File: src/rtl/mc_turnaround_pkg.sv
// Shared types and default timing for the channel turnaround tracker.
package mc_turnaround_pkg;

    typedef enum logic {
        CMD_RD,
        CMD_WR
    } cmd_kind_e;

    typedef enum logic [1:0] {
        TS_IDLE,
        TS_LAST_RD,
        TS_LAST_WR
    } turn_state_e;

    localparam int DEF_NUM_RANK = 4;
    localparam int DEF_T_RTRS   = 2;
    localparam int DEF_T_RTW    = 4;
    localparam int DEF_T_WTR    = 6;

    // Counter width able to hold T-1; never narrower than one bit.
    function automatic int cnt_width(input int t);
        return (t < 2) ? 1 : $clog2(t);
    endfunction

endpackage

File: src/rtl/turnaround_down_counter.sv
// Loadable saturating down-counter; busy while the count is nonzero.
// A load of T-1 at cycle N keeps busy high for cycles N+1 .. N+T-1.
module turnaround_down_counter
    import mc_turnaround_pkg::*;
#(
    parameter int T = 2
) (
    input  logic clk,
    input  logic rst,
    input  logic load,
    output logic busy
);

    localparam int W = cnt_width(T);
    localparam logic [W-1:0] LOAD_VAL = W'(T - 1);

    logic [W-1:0] cnt_q;
    logic [W-1:0] cnt_d;

    // Load wins over decrement; an idle counter rests at zero.
    always_comb begin
        cnt_d = cnt_q;
        if (load) begin
            cnt_d = LOAD_VAL;
        end else if (cnt_q != '0) begin
            cnt_d = cnt_q - W'(1);
        end
    end

    // Count register with synchronous active-low clear.
    always_ff @(posedge clk) begin
        if (!rst) begin
            cnt_q <= '0;
        end else begin
            cnt_q <= cnt_d;
        end
    end

    assign busy = (cnt_q != '0);

endmodule

File: src/rtl/cmd_turnaround_tracker.sv
// Channel-wide CMD turnaround tracker: rank-to-rank (tRTRS), read-to-write
// (tRTW) and same-rank write-to-read (tWTR). Publishes per-rank read/write
// issue masks computed only from flops, and a sticky protocol error flag.
// Optional statistics counters are built when TURNAROUND_STATS_EN is defined.
//
// Handshake: issue_valid is a one-cycle report of a command already issued by
// the scheduler; there is no ready, every reported issue is recorded.
module cmd_turnaround_tracker
    import mc_turnaround_pkg::*;
#(
    parameter int NUM_RANK = DEF_NUM_RANK,
    parameter int T_RTRS   = DEF_T_RTRS,
    parameter int T_RTW    = DEF_T_RTW,
    parameter int T_WTR    = DEF_T_WTR,
    parameter int RANK_W   = (NUM_RANK > 1) ? $clog2(NUM_RANK) : 1
) (
    input  logic                clk,
    input  logic                rst,
    input  logic                issue_valid,
    input  logic [RANK_W-1:0]   issue_rank,
    input  logic                issue_is_wr,
    output logic [NUM_RANK-1:0] rd_free,
    output logic [NUM_RANK-1:0] wr_free,
    output logic                turnaround_free,
    output logic                protocol_err,
    output turn_state_e         dbg_state
`ifdef TURNAROUND_STATS_EN
    ,
    output logic [15:0]         stat_rank_switch,
    output logic [15:0]         stat_rw_switch
`endif
);

    turn_state_e       state_q, state_d;
    logic [RANK_W-1:0] last_rank_q, last_rank_d;
    logic              err_q, err_d;

    logic      rtrs_busy, rtw_busy, wtr_busy;
    logic      issue_ok;
    cmd_kind_e issue_kind;

    assign issue_kind = issue_is_wr ? CMD_WR : CMD_RD;

    turnaround_down_counter #(.T(T_RTRS)) u_cnt_rtrs (
        .clk  (clk),
        .rst  (rst),
        .load (issue_valid),
        .busy (rtrs_busy)
    );

    turnaround_down_counter #(.T(T_RTW)) u_cnt_rtw (
        .clk  (clk),
        .rst  (rst),
        .load (issue_valid && (issue_kind == CMD_RD)),
        .busy (rtw_busy)
    );

    turnaround_down_counter #(.T(T_WTR)) u_cnt_wtr (
        .clk  (clk),
        .rst  (rst),
        .load (issue_valid && (issue_kind == CMD_WR)),
        .busy (wtr_busy)
    );

    // Permission masks derived purely from registered state.
    always_comb begin
        rd_free = '0;
        wr_free = '0;
        for (int r = 0; r < NUM_RANK; r++) begin
            logic other_rank;
            logic rtrs_blk;
            other_rank = (RANK_W'(r) != last_rank_q);
            rtrs_blk   = rtrs_busy && other_rank && (state_q != TS_IDLE);
            rd_free[r] = !rtrs_blk && !(wtr_busy && !other_rank);
            wr_free[r] = !rtrs_blk && !rtw_busy;
        end
        turnaround_free = !(rtrs_busy || rtw_busy || wtr_busy);
    end

    // Legality of the reported issue; out-of-range ranks never match.
    always_comb begin
        issue_ok = 1'b0;
        for (int r = 0; r < NUM_RANK; r++) begin
            if (issue_rank == RANK_W'(r)) begin
                issue_ok = (issue_kind == CMD_WR) ? wr_free[r] : rd_free[r];
            end
        end
    end

    // Last-type FSM, last rank capture and sticky error next-state.
    always_comb begin
        state_d     = state_q;
        last_rank_d = last_rank_q;
        err_d       = err_q;
        if (issue_valid) begin
            state_d     = (issue_kind == CMD_WR) ? TS_LAST_WR : TS_LAST_RD;
            last_rank_d = issue_rank;
            if (!issue_ok) begin
                err_d = 1'b1;
            end
        end
    end

    // Tracker state registers with synchronous active-low clear.
    always_ff @(posedge clk) begin
        if (!rst) begin
            state_q     <= TS_IDLE;
            last_rank_q <= '0;
            err_q       <= 1'b0;
        end else begin
            state_q     <= state_d;
            last_rank_q <= last_rank_d;
            err_q       <= err_d;
        end
    end

    assign protocol_err = err_q;
    assign dbg_state    = state_q;

`ifdef TURNAROUND_STATS_EN
    logic [15:0] rank_sw_q, rank_sw_d;
    logic [15:0] rw_sw_q, rw_sw_d;

    // Saturating counts of rank changes and read/write direction changes.
    always_comb begin
        rank_sw_d = rank_sw_q;
        rw_sw_d   = rw_sw_q;
        if (issue_valid) begin
            if ((state_q != TS_IDLE) && (issue_rank != last_rank_q) &&
                (rank_sw_q != 16'hFFFF)) begin
                rank_sw_d = rank_sw_q + 16'd1;
            end
            if ((((state_q == TS_LAST_RD) && (issue_kind == CMD_WR)) ||
                 ((state_q == TS_LAST_WR) && (issue_kind == CMD_RD))) &&
                (rw_sw_q != 16'hFFFF)) begin
                rw_sw_d = rw_sw_q + 16'd1;
            end
        end
    end

    // Statistics registers with synchronous active-low clear.
    always_ff @(posedge clk) begin
        if (!rst) begin
            rank_sw_q <= '0;
            rw_sw_q   <= '0;
        end else begin
            rank_sw_q <= rank_sw_d;
            rw_sw_q   <= rw_sw_d;
        end
    end

    assign stat_rank_switch = rank_sw_q;
    assign stat_rw_switch   = rw_sw_q;
`endif

endmodule

File: config.mk
export PLATFORM = sky130hd
export DESIGN_NAME = cmd_turnaround_tracker
export DESIGN_NICKNAME = d
export VERILOG_FILES = /design/src/rtl/mc_turnaround_pkg.sv /design/src/rtl/turnaround_down_counter.sv /design/src/rtl/cmd_turnaround_tracker.sv
export SDC_FILE = /design/constraint.sdc
export NUM_CORES = 1
export LEC_CHECK = 0
export ABC_AREA = 1
export CORE_MARGIN = 2
export CORE_UTILIZATION = 42
export CTS_CLUSTER_SIZE = 20
export DETAILED_ROUTE_END_ITERATION = 8
export GPL_TIMING_DRIVEN = 0
export MAX_ROUTING_LAYER = met4
export PLACE_DENSITY = 0.69
export SLEW_MARGIN = 20
export SYNTH_ARGS = -nofsm -noshare
export SYNTH_HDL_FRONTEND = slang
export SYNTH_SLANG_ARGS = --single-unit
File: constraint.sdc
create_clock -name clk -period 1.4 [get_ports clk]
set_input_delay 0.14 -clock clk [delete_from_list [all_inputs] [get_ports clk]]
set_output_delay 0.14 -clock clk [all_outputs]
set_load 0.005 [all_outputs]
==> flow_summary.toml, run 1 <==
[power_and_ir_drop]
power_density_nw_per_um2 = 1143
p_leak_nw = 0.5752
p_comb_share_pct = 51.7
swShare_pct = 36.33
p_sw_uw = 461.7
pwr-share-clk_pct = 17.7
ir_worst_vdd_v = 0.0006858
internal_power_uw = 809.2
seqPwrFrac_pct = 30.6

[finish]
drive_gt1_share_pct = 39.86
antenna_cells = 0
n_fill_cell = 154
finalCoreUtilization_pct = 65.85
instances_no_fill = 165
seq_area_sq_um = 236.5
layout.nets = 159
multiInputGateArea_sq_um = 479.2
synthToLayoutAreaGrowth_pct = 51.45

[routing]
drt_iter0_drc = 15
via_per_inst = 5.018
remaining_drc_errors = 0
drt_pass1_iterations = 4
wire_per_inst_microns = 12.26
drt_wl_total_microns = 2023
drt.antenna.violating_nets = 0
via_count = 828

[run_status]
violations = "setup timing"
outcome = "finished, violations left"

[place]
placedCellCount = 150
gp_congestion = 0.7857
port_buffers = 16
dp_hpwl_microns = 1272
post-place-ws_ps = -369.8

[worst_setup_path]
startpoint_type = "register"
critPathKind = "register to output port"
cp-end-kind = "output port"
required_ps = 1260
crit_arrival_ps = 1440
path_max_fanout = 5

[synthesis]
syn_nets = 127
ys_ff_latch = 11
yosysWarningCount = 0
yosysTopAreaCell = "dfxtp_1"
syn_inst = 117
netlist_area_sq_um = 734.5
ys_types = 21
synth_top_cell_area_share_pct = 29.98
synthTopCellsByArea = "dfxtp_1, inv_1, nand2_1"
avgSynthCellArea_sq_um = 6.277
ys_seq_area_share_pct = 29.98

[floorplan]
die_h_microns = 45.82
core_sq_um = 1689
pin_count = 18
die_w_microns = 45.82
initial_utilization_pct = 43.48
dieArea_sq_um = 2099
rows = 15

[clocking]
htree_levels = 1
cts_root_buf = "clkbuf_4"
cts_tree = "built"
clk_path_buf_depth = 2
clk_latency_ps = 280
cts.sinks = 11
cts_made_buffers = 3
clk_pin_slew_ps = 70

[grt]
antenna_found_initial = 0
overflow = 0
grt_pass1_wl_microns = 3167
grt.total_usage_pct = 21.92
first_global_vias = 808
grt_max_degree = 9

[timing]
holdWs_ps = 300.3
fin_skew_ps = 9.403
setup_violations = 6
max_slew_margin_pct = 79.82
tightest_slew_ps = 301.8
layout_worst_path_cycle_share_pct = 112.9
maxSlewViolCount = 0
layout_min_cycle_time_ps = 1580
worst_slack_ps = -180.1
hold_viol = 0
rsz0062_at_grt = "yes"
fmax_ghz = 0.6329

[worst_hold_path]
min_path_type = "input port to register"

[job]
cap_violations = 0
[critical path: stages, from the launching register on]
cell,delay [ps]
dfxtp_2,330
inv_2,50
ha_4,160
ha_4,170
inv_6,80
buf_6,100
nand3_4,50
nand2_1,60
inv_1,30
buf_2,110
[power groups by stage]
stage / Combinational [mW] / Clock, mW / Sequential, mW
global route: 0.728 / 0.245 / 0.393
finish: 0.657 / 0.225 / 0.388
CTS: 0.596 / 0.225 / 0.384
floorplan: 0.270 / 0 / 0.378
detailed placement: 0.450 / 0 / 0.383
global placement: 0.444 / 0 / 0.380
[stage by stage]
step | total power, mW | TNS (ps) | area [sq um]
final | 1.271 | -738.4 | 1112
after global routing | 1.366 | -1077 | 1112
after CTS | 1.205 | -541.5 | 1050
after detailed placement | 0.8331 | -1846 | 918.4
after global placement | 0.8243 | -1711 | 918.4
after floorplan | 0.6485 | 0 | 737.0
[cells in the mapped netlist (all sizes together)]
master and number:
inv 31, nand2 28, nand3 17, dfxtp 11, nor2 8, a21oi 5
ha 4, o21ai 3, a211oi 2, buf 2, a21boi 1, a31oi 1
nor3 1, o211ai 1, o21a 1, o22ai 1
[placed cells by master, fill, tap and decap left out]
cell             count
inv_6                1
nor2_2               1
ha_1                 1
clkbuf_4             3
buf_2                8
o21ai_0              3
nand3_2              5
a211oi_1             2
nor2_4               1
dfxtp_1              2
clkdlybuf4s50_1      7
o22ai_1              1
a31oi_1              1
nor3_2               1
a21oi_1              4
clkbuf_2             2
inv_1               23
ha_4                 3
nand3_1             10
clkbuf_1             1
o21a_1               1
buf_6                4
nand3_4              2
inv_2                6
a21oi_2              1
buf_4                8
nand2_1             25
dfxtp_4              2
a21boi_1             1
nor2_1               6
o211ai_1             1
nand2_2              3
inv_4                1
dfxtp_2              7
[per-layer routing]
layer  part of all wire (%)  up-vias  global-route usage, %  wire [microns]
met2                     55       17                  40.56            1120
met5                      0        -                      -               0
met4                    2.3        0                  13.71              46
li1                       -      423                      -               -
met3                    2.7        5                  2.381              55
met1                     39      383                  21.29             799
[final cells by class]
type	count	area share, %
Multi-Input combinational cell	73	43.08
Sequential cell	11	21.26
Timing Repair Buffer	27	18.79
Inverter	31	11.14
Clock buffer	4	2.362
Tap cell	17	1.912
Buffer	2	1.462
[kinds of logic after synthesis]
| logic type | Yosys count | synth area share (%) |
|---|---|---|
| compound gates | 15 | 12.27 |
| flops | 11 | 29.98 |
| fa+ha+maj | 4 | 6.815 |
| buf+inv | 33 | 17.55 |
| simple gates | 54 | 33.39 |
[registers in the layout, indices dropped and copies added (netlist names)]
signal and count:
dbg_state 2, u_cnt_rtrs.busy 1, protocol_err 1, u_cnt_wtr.cnt_q 3, last_rank_q 2, u_cnt_rtw.cnt_q 2
[timing repair]
item	in CTS	in global routing
hold buffers	0	0
setup endpoints to repair	10	11
cloned	0	0
buffers inserted	8	4
resized for setup	60	16
pin swaps	5	10
[path summary, 6_finish.rpt]
kind / depth (start not counted) / endpoint / slack, ps / from
setup / recovery: 9 / rd_free[1] / -180 / u_cnt_wtr.cnt_q[0]
hold / removal: 3 / u_cnt_wtr.cnt_q[0] / 300 / issue_is_wr
setup reg to reg: 13 / protocol_err / -60 / u_cnt_wtr.cnt_q[0]
hold reg to reg: 2 / dbg_state[0] / 510 / dbg_state[0]
(Power assumes the default switching activity.)
==> inputs of run 2 (changes only) <==
--- a/config.mk
+++ b/config.mk
@@ -5,14 +5,13 @@
 export SDC_FILE = /design/constraint.sdc
 export NUM_CORES = 1
 export LEC_CHECK = 0
-export ABC_AREA = 1
 export CORE_MARGIN = 2
 export CORE_UTILIZATION = 42
 export CTS_CLUSTER_SIZE = 20
 export DETAILED_ROUTE_END_ITERATION = 8
 export GPL_TIMING_DRIVEN = 0
 export MAX_ROUTING_LAYER = met4
-export PLACE_DENSITY = 0.69
+export PLACE_DENSITY = 0.7
 export SLEW_MARGIN = 20
 export SYNTH_ARGS = -nofsm -noshare
 export SYNTH_HDL_FRONTEND = slang
==> flow_summary.toml, run 2 <==
[clocking]
cts_hold_buf = 0
cts_made_buffers = 3
cts_tree = "built"
cts_root_buf = "clkbuf_4"
clk_latency_ps = 270
clk_pin_slew_ps = 80
cts.sinks = 11
clk_path_buf_depth = 2
htree_levels = 1

[place]
gp_congestion = 0.7953
dp_hpwl_microns = 1032
port_buffers = 15
post-place-ws_ps = -288.2

[synthesis]
yosysTopAreaCell = "dfxtp_1"
ys_types = 28
synth_ff_type = "dfxtp_1"
yosysWarningCount = 0
yosysMostFrequentCell = "inv_1"
avgSynthCellArea_sq_um = 7.973
yosys-top-cells-count = "inv_1, a21oi_1, dfxtp_1"
async_flop_share_pct = 0
synth_edf_count = 0
ys_seq_area_share_pct = 32.12
syn_inst = 86
netlist_area_sq_um = 685.7
syn_nets = 96
ys_ff_latch = 11
synth_top_cell_area_share_pct = 32.12
synthTopCellsByArea = "dfxtp_1, a21oi_1, ha_1"

[grt]
grt_pass1_wl_microns = 2829
overflow = 0
first_global_vias = 629
antenna_found_initial = 0
grt.total_usage_pct = 20.38
grt_max_degree = 10

[finish]
regMostFlops = "u_cnt_wtr.cnt_q"
final_common_cell = "buf_4"
finalCoreUtilization_pct = 72.50
layout.nets = 132
synthToLayoutAreaGrowth_pct = 61.13
n_fill_cell = 120
largest_register_ffs = 3
antenna_cells = 0
layout_common_cells = "buf_4, nor2_1, buf_6, a21oi_1"
drive_gt1_share_pct = 49.59

[worst_setup_path]
startpoint_type = "register"
required_ps = 1560
reg2regPathDepth = 8
path_max_fanout = 6
cp-startpoint = "u_cnt_wtr.cnt_q[1]"
cp-end-kind = "register"
r2r-start = "u_cnt_wtr.cnt_q[1]"
critPathKind = "register to register"
crit_arrival_ps = 1700

[floorplan]
initial_utilization_pct = 44.99
rows = 14
core_sq_um = 1524
die_h_microns = 44.41
die_w_microns = 44.41
dieArea_sq_um = 1972
pin_count = 18

[run_status]
outcome = "finished, violations left"
violations = "setup timing"

[timing]
fmax_ghz = 0.6476
hold_viol = 0
tns_ps = -504.7
tightest_slew_ps = 328.2
setup_violations = 5
worst_slack_ps = -144.1
layout_worst_path_cycle_share_pct = 110.3
max_slew_margin_pct = 78.12
maxSlewViolCount = 0
layout_min_cycle_time_ps = 1544
fin_skew_ps = 7.810
rsz0062_at_grt = "yes"
holdWs_ps = 199.0

[routing]
remaining_drc_errors = 0
drt_wl_total_microns = 1933
drt_iter0_drc = 18
wire_per_inst_microns = 14.11
via_count = 745
via_per_inst = 5.438
drt.antenna.violating_nets = 0
drt_pass1_iterations = 4

[job]
cap_violations = 0

[worst_hold_path]
worstHoldPathCells = 3
min_path_type = "input port to register"
min_from = "issue_is_wr"

[power_and_ir_drop]
power_density_nw_per_um2 = 1392
ir_worst_vdd_v = 0.0007847
p_leak_nw = 0.4985
==> run 2: changes by cell type after synthesis, sizes merged, moves of 2 or more <==
cell / before / now
a211oi: 2 / 0
nand2: 28 / 5
xor2: 0 / 2
mux2i: 0 / 3
nand2b: 0 / 3
buf: 2 / 4
a21oi: 5 / 11
inv: 31 / 13
nor2: 8 / 10
nand3: 17 / 0
a221o: 0 / 2
==> run 2: stage by stage <==
stage	area (sq um)	cells	power, mW
after floorplan	724.4	86	0.9204
after global placement	894.6	117	1.182
after detailed placement	894.6	117	1.194
after CTS	1040	132	1.481
after global routing	1105	137	1.644
final	1105	137	1.538
==> run 2: metal layers <==
metal,share of wire [%],up-vias,global-route usage [%]
met5,0,-,-
met3,5.0,2,3.265
li1,-,367,-
met2,49,31,33.53
met1,45,345,24.12
met4,0.62,0,9.697
==> run 2: worst paths after layout <==
check	endpoint	slack, ps
min reg2reg	protocol_err	500
max reg2reg	protocol_err	-140
min	u_cnt_rtw.cnt_q[0]	200
max	protocol_err	-140
==> run 2: cell type report <==
type / instances / area [sq um] / area share [%]
Inverter: 13 / 52.55 / 4.757
Tap cell: 16 / 20.02 / 1.812
Multi-Input combinational cell: 57 / 475.5 / 43.04
Buffer: 4 / 37.54 / 3.398
Timing Repair Buffer: 32 / 260.3 / 23.56
Sequential cell: 11 / 232.7 / 21.06
Clock buffer: 4 / 26.28 / 2.378
==> run 2: timing repair <==
action,in CTS,in global routing
gates resized for setup,52,16
cloned,0,0
setup buffers,12,5
pin swaps,8,6
setup endpoints to repair,10,11
==> run 2: cell families (layout without fill, tap and decap cells) <==
family,Yosys count,in the layout,share of synthesized area [%]
xor gates and xnor gates,3,3,3.833
and+or+nand+nor,23,23,15.70
AOI/OAI and AO/OA,23,23,23.17
adders and majority gates,4,4,7.300
DFF,11,11,32.12
muxes,4,4,6.022
buffers and inverters,18,53,11.86
==> run 2: critical path, cell delays in order (launching register included) <==
cell	delay, ps
dfxtp_2	330
inv_2	60
ha_4	140
ha_4	170
nor3b_4	50
buf_4	130
a221o_1	300
o22ai_2	170
o211ai_2	90
==> run 2: where the power goes <==
part / switching [mW] / internal (mW) / total [mW]
registers: 0.0355 / 0.381 / 0.417
clock network: 0.108 / 0.110 / 0.219
logic: 0.416 / 0.487 / 0.903
total: 0.560 / 0.978 / 1.54
